[config.mk]
export PLATFORM = sky130hd
export DESIGN_NAME = qbert_move_input_flat
export DESIGN_NICKNAME = d
export VERILOG_FILES = /design/src/rtl/qbert_move_input_if.sv /design/src/rtl/qbert_move_input.sv /design/src/flat_wrapper.sv
export SDC_FILE = /design/constraint.sdc
export NUM_CORES = 1
export LEC_CHECK = 0
export BUFFER_PORTS_ARGS = -buffer_cell sky130_fd_sc_hd__buf_2
export CELL_PAD_IN_SITES_DETAIL_PLACEMENT = 1
export CELL_PAD_IN_SITES_GLOBAL_PLACEMENT = 1
export CORE_ASPECT_RATIO = 1.25
export CORE_UTILIZATION = 55
export CTS_BUF_LIST = sky130_fd_sc_hd__clkbuf_4
export CTS_CLUSTER_SIZE = 8
export DETAILED_ROUTE_END_ITERATION = 8
export GPL_ROUTABILITY_DRIVEN = 0
export MAX_ROUTING_LAYER = met4
export PLACE_DENSITY = 0.95
export SYNTH_ARGS = -nofsm -noshare
export SYNTH_HDL_FRONTEND = slang
export SYNTH_SLANG_ARGS = --single-unit
[constraint.sdc]
create_clock -name clk_25 -period 6.5 [get_ports clk_25]
set_input_delay 1.3 -clock clk_25 [delete_from_list [all_inputs] [get_ports clk_25]]
set_output_delay 1.3 -clock clk_25 [all_outputs]
set_load 0.05 [all_outputs]
[src/rtl/qbert_move_input_if.sv]
// Move request handshake between the button conditioner and the game-state block.
// The conditioner drives move_valid/move_dir; the consumer answers with move_ready.
interface qbert_move_input_if;
  logic       move_valid;
  logic [1:0] move_dir;
  logic       move_ready;

  modport master (output move_valid, output move_dir, input move_ready);
  modport slave  (input move_valid, input move_dir, output move_ready);
endinterface

[src/rtl/qbert_move_input.sv]
// Debounces the four active-low jump buttons and issues one move per press with a cooldown.
// Optional build macro MOVE_QUEUE_EN adds a one-deep queue for presses arriving while busy.
//
// state    | meaning
// S_IDLE   | waiting for a press pulse
// S_ISSUE  | move_valid held with a stable move_dir until move_ready
// S_COOL   | cooldown after an accepted move; new presses not issued
module qbert_move_input #(
  parameter int DEBOUNCE_CYCLES = 250000,
  parameter int COOLDOWN_CYCLES = 2500000
) (
  input  logic                 clk_25,
  input  logic                 rst_n,
  input  logic                 button1,
  input  logic                 button2,
  input  logic                 button3,
  input  logic                 button4,
  qbert_move_input_if.master   move_if,
  output logic [3:0]           btn_level,
  output logic                 busy
);

  localparam int DW = $clog2(DEBOUNCE_CYCLES + 1);
  localparam int CW = $clog2(COOLDOWN_CYCLES + 1);
  localparam logic [DW-1:0] DB_LAST = DW'(DEBOUNCE_CYCLES - 1);
  localparam logic [CW-1:0] CD_LAST = CW'(COOLDOWN_CYCLES - 1);

  typedef enum logic [1:0] {
    S_IDLE  = 2'd0,
    S_ISSUE = 2'd1,
    S_COOL  = 2'd2
  } state_t;

  logic [3:0]    raw;
  logic [3:0]    sync1_q, sync2_q;
  logic [3:0]    stable_q, stable_d;
  logic [3:0]    prev_q;
  logic [DW-1:0] db_cnt_q [4];
  logic [DW-1:0] db_cnt_d [4];
  logic [3:0]    press;

  state_t        state_q, state_d;
  logic [1:0]    dir_q, dir_d;
  logic [CW-1:0] cd_cnt_q, cd_cnt_d;
  logic          cool_done;
  logic          move_valid_o;
  logic          busy_o;

`ifdef MOVE_QUEUE_EN
  logic          qv_q, qv_d;
  logic [1:0]    qdir_q, qdir_d;
`endif

  assign raw = {button4, button3, button2, button1};

  function automatic logic [1:0] lowest_idx(input logic [3:0] p);
    logic [1:0] idx;
    idx = 2'd0;
    for (int i = 3; i >= 0; i--) begin
      if (p[i]) idx = 2'(i);
    end
    return idx;
  endfunction

  // Synchronizer, debounced level and its one-cycle-old copy for edge detection.
  always_ff @(posedge clk_25 or negedge rst_n) begin
    if (!rst_n) begin
      sync1_q  <= 4'hF;
      sync2_q  <= 4'hF;
      stable_q <= 4'hF;
      prev_q   <= 4'hF;
      for (int i = 0; i < 4; i++) db_cnt_q[i] <= '0;
    end else begin
      sync1_q  <= raw;
      sync2_q  <= sync1_q;
      stable_q <= stable_d;
      prev_q   <= stable_q;
      for (int i = 0; i < 4; i++) db_cnt_q[i] <= db_cnt_d[i];
    end
  end

  always_comb begin
    stable_d = stable_q;
    for (int i = 0; i < 4; i++) begin
      db_cnt_d[i] = '0;
      if (sync2_q[i] != stable_q[i]) begin
        if (db_cnt_q[i] == DB_LAST) begin
          stable_d[i] = sync2_q[i];
        end else begin
          db_cnt_d[i] = db_cnt_q[i] + DW'(1);
        end
      end
    end
  end

  // Only the released-to-pressed transition makes a request.
  assign press     = prev_q & ~stable_q;
  assign btn_level = stable_q;

  always_ff @(posedge clk_25 or negedge rst_n) begin
    if (!rst_n) begin
      state_q  <= S_IDLE;
      dir_q    <= 2'd0;
      cd_cnt_q <= '0;
`ifdef MOVE_QUEUE_EN
      qv_q     <= 1'b0;
      qdir_q   <= 2'd0;
`endif
    end else begin
      state_q  <= state_d;
      dir_q    <= dir_d;
      cd_cnt_q <= cd_cnt_d;
`ifdef MOVE_QUEUE_EN
      qv_q     <= qv_d;
      qdir_q   <= qdir_d;
`endif
    end
  end

  assign cool_done = (state_q == S_COOL) && (cd_cnt_q == CD_LAST);

  always_comb begin
    state_d  = state_q;
    dir_d    = dir_q;
    cd_cnt_d = cd_cnt_q;
`ifdef MOVE_QUEUE_EN
    qv_d     = qv_q;
    qdir_d   = qdir_q;
`endif
    case (state_q)
      S_IDLE: begin
        if (|press) begin
          state_d = S_ISSUE;
          dir_d   = lowest_idx(press);
        end
      end
      S_ISSUE: begin
        if (move_if.move_ready) begin
          state_d  = S_COOL;
          cd_cnt_d = '0;
        end
      end
      S_COOL: begin
        if (cool_done) begin
          state_d  = S_IDLE;
          cd_cnt_d = '0;
`ifdef MOVE_QUEUE_EN
          // A press landing on the exit cycle is issued directly rather than parked.
          if (qv_q) begin
            state_d = S_ISSUE;
            dir_d   = qdir_q;
            qv_d    = 1'b0;
          end else if (|press) begin
            state_d = S_ISSUE;
            dir_d   = lowest_idx(press);
          end
`endif
        end else begin
          cd_cnt_d = cd_cnt_q + CW'(1);
        end
      end
      default: begin
        state_d  = S_IDLE;
        cd_cnt_d = '0;
      end
    endcase
`ifdef MOVE_QUEUE_EN
    if ((state_q != S_IDLE) && !cool_done && (|press) && !qv_q) begin
      qv_d   = 1'b1;
      qdir_d = lowest_idx(press);
    end
`endif
  end

  always_comb begin
    move_valid_o = 1'b0;
    busy_o       = 1'b0;
    case (state_q)
      S_ISSUE: begin
        move_valid_o = 1'b1;
        busy_o       = 1'b1;
      end
      S_COOL:  busy_o = 1'b1;
      default: begin
        move_valid_o = 1'b0;
        busy_o       = 1'b0;
      end
    endcase
  end

  assign move_if.move_valid = move_valid_o;
  assign move_if.move_dir   = dir_q;
  assign busy               = busy_o;

endmodule

[src/flat_wrapper.sv]
// flat-port wrapper written by rule: the top's interface ports become plain ports
module qbert_move_input_flat 
#(
  parameter int DEBOUNCE_CYCLES = 250000,
  parameter int COOLDOWN_CYCLES = 2500000
)
  (clk_25, rst_n, button1, button2, button3, button4, btn_level, busy, move_if_move_valid, move_if_move_dir, move_if_move_ready);
  qbert_move_input_if move_if_i ();
  input  logic clk_25;
  input  logic rst_n;
  input  logic button1;
  input  logic button2;
  input  logic button3;
  input  logic button4;
  output logic [3:0] btn_level;
  output logic busy;
  output wire logic [$bits(move_if_i.move_valid)-1:0] move_if_move_valid;
  output wire logic [$bits(move_if_i.move_dir)-1:0] move_if_move_dir;
  input wire logic [$bits(move_if_i.move_ready)-1:0] move_if_move_ready;
  assign move_if_move_valid = move_if_i.move_valid;
  assign move_if_move_dir = move_if_i.move_dir;
  assign move_if_i.move_ready = move_if_move_ready;
  qbert_move_input #(.DEBOUNCE_CYCLES(DEBOUNCE_CYCLES), .COOLDOWN_CYCLES(COOLDOWN_CYCLES)) u_core (.clk_25(clk_25), .rst_n(rst_n), .button1(button1), .button2(button2), .button3(button3), .button4(button4), .move_if(move_if_i), .btn_level(btn_level), .busy(busy));
endmodule
==> qor.txt <==
status: completed
power density cells: 204 mW/mm^2
Slew Viols, Final: 0
post-cts sizing count: 0
Core Util, Final: 61.3%
HP Class: flip-flop to flip-flop
Final Cycle Share: 44.3%
ys flop type: dfrtp_1
GR Overflow Total: 0
WL final: 15,400 um
post-synthesis sequential area ratio: 50.2%
CP required: 5.20 ns
Die H: 116 um
antenna cells: 0
Syn-to-layout area delta: 8.27%
Post-Syn Instances: 579
CTS H-tree depth: 4
Post-synth EDFFs: 0
endpoint arrival time on the critical path: 1.58 ns
Synth Register Bits: 114
CP Launch Type: flip-flop
num rows: 41
Initial Util: 56.6%
routed len/inst: 20.7 um
Final min period: 2.88 ns
first-pass GRT wire length: 25,200 um
first drt pass iteration count: 4
Final Hold Viols: 0
Die Wd: 93.2 um
Crit Path Category: flip-flop to output port
vias per inst: 6.48
DR iter-0 viols: 334
dpl hpwl: 10,300 um
final setup TNS: 0 ns
Tot Pwr: 1.26 mW
initial antenna violation count: 0
# port buffers: 14
Hold Path Depth: 0
clk_lat worst skew: 0.54 ns
max-cap viol count: 0
Worst Reg-to-Reg Cells: 6
Final setup viols: 0
worst-margin pin slew: 0.889 ns
Clock transition at path regs: 0.10 ns
Core Region: 0.0101 mm^2
CTS tree: yes
via count: 4,820
P_leak: 2.45 nW
Nets: 617
YS warnings: 0
VDD IR-drop max: 0.165 mV
max_slew headroom: 40.1%
# IOs: 15
cts hold-fix bufs: 0
synthesized area per cell: 9.88 um^2
# DRC: 0
clk buf depth: 2
Mapped Area: 0.00572 mm^2
async set-reset flop share out of synthesis: 100%
FILL cells: 1,128
postcts setup bufs: 0
crit-path max FO: 3
layout cell share with drive strength beyond 1: 12.4%
Cell variety after synth: 52
post-route ant nets: 0
clock sink count: 114
die area: 0.0108 mm^2
CTS buffer count: 17
vias in the first global route: 5,129
syn_nets: 594
RSZ-0062 raised after global routing: no
Final Skew: 0.0161 ns
largest net degree at the start of global routing: 68
fmax: 347 MHz
Root Driver: clkbuf_4
Worst Setup End Kind: output port
GRT Util Overall: 31.5%
## cells by family after synthesis
group / Yosys count / synth area share (%)
XOR/XNOR: 53 / 8.11
AND/OR/NAND/NOR: 278 / 25.6
AO/OA/AOI/OAI: 90 / 11.3
buffers and inverters: 32 / 2.23
flip-flops: 114 / 50.2
adder cells (fa/ha/maj): 8 / 1.75
multiplexers: 4 / 0.787
## worst max-delay path, cell delays in order (launching register included)
cell	delay, ns
dfrtp_1	0.41
inv_1	0.10
ha_1	0.28
buf_2	0.25
## flip-flops by register name, summed over array words and instances, names as in the netlist
name and flops:
u_core.db_cnt_q 72, u_core.cd_cnt_q 22, u_core.btn_level 4, u_core.prev_q 4, u_core.sync1_q 4, u_core.sync2_q 4
u_core.move_if.move_dir 2, u_core.state_q 2
## final cells by class
| class | count | area, um^2 | area share, % |
|---|---|---|---|
| clock buffer | 18 | 135 | 2.18 |
| tap | 129 | 161 | 2.61 |
| inverter | 15 | 56.3 | 0.909 |
| multi-input combinational | 433 | 2720 | 43.9 |
| clock inverter | 14 | 123 | 1.98 |
| sequential | 114 | 2870 | 46.4 |
| timing repair buffer | 21 | 125 | 2.02 |
## power by group
| part | internal [mW] | switching (mW) | total, mW |
|---|---|---|---|
| clock | 0.223 | 0.271 | 0.494 |
| combinational | 0.0111 | 0.0291 | 0.0402 |
| sequential | 0.720 | 0.00854 | 0.728 |
| total | 0.953 | 0.309 | 1.26 |
## stage by stage
step | std cells | hold WS [ns] | setup slack [ns] | area [um^2]
after detailed placement | 712 | 0.349 | 3.59 | 5940
after floorplan | 579 | 0.345 | 3.84 | 5720
after CTS | 744 | 0.363 | 3.61 | 6190
final | 744 | 0.363 | 3.62 | 6190
after global placement | 712 | 0.347 | 3.67 | 5940
after global routing | 744 | 0.365 | 3.55 | 6190
## cell usage in the layout (no fill, tap or decap), types with 13 or more instances in the layout
cell type  netlist  layout
nor2_1          65      65
or4_1           22      22
nand4_1         24      24
nand3_1         37      37
o21ai_0         13      13
dfstp_2         16      16
nand2_1         47      47
a21oi_1         24      24
dfrtp_1         98      98
buf_2            3      13
xor2_1          21      21
clkbuf_4         0      18
nor3_1          17      17
o31ai_1         18      18
xnor2_1         32      32
inv_1           15      15
nor4_1          15      15
## cells in the mapped netlist, types with 4 or more instances
cell type  count  area [um^2]
a21oi_1       24          120
a22oi_1        7         52.6
a2bb2oi_1      4         35.0
and3_1         8         50.1
and4_1         5         43.8
clkbuf_1      13         48.8
dfrtp_1       98         2450
dfstp_2       16          420
ha_1           8          100
inv_1         15         56.3
mux2_2         4         45.0
nand2_1       47          176
nand2b_1       6         37.5
nand3_1       37          185
nand4_1       24          150
nor2_1        65          244
nor2b_1        6         37.5
nor3_1        17         85.1
nor4_1        15         93.8
o21ai_0       13         65.1
o31ai_1       18          135
o41ai_2        4         65.1
or3_1          9         56.3
or4_1         22          165
xnor2_1       32          280
xor2_1        21          184
## final timing paths
path	startpoint	end	slack (ns)
max	u_core.state_q[0]$_DFFE_PN0P_	busy	3.62
min	u_core.sync1_q[3]$_DFF_PN1_	u_core.sync2_q[3]$_DFF_PN1_	0.36
max reg2reg	u_core.cd_cnt_q[0]$_DFFE_PN0P_	u_core.cd_cnt_q[15]$_DFFE_PN0P_	4.01
min reg2reg	u_core.sync1_q[3]$_DFF_PN1_	u_core.sync2_q[3]$_DFF_PN1_	0.36
max in group asynchronous	rst_n	u_core.db_cnt_q[41]$_DFF_PN0_	4.45
min in group asynchronous	rst_n	u_core.db_cnt_q[18]$_DFF_PN0_	0.77
## routing by layer
layer	vias to the layer above	share of wire, %	global-route usage (%)
met5	-	0	-
met4	0	3.5	15.3
met3	53	3.0	6.63
met2	109	54	55.1
met1	2486	40	33.7
li1	2172	-	-
Power figures use the tool's default switching activity.
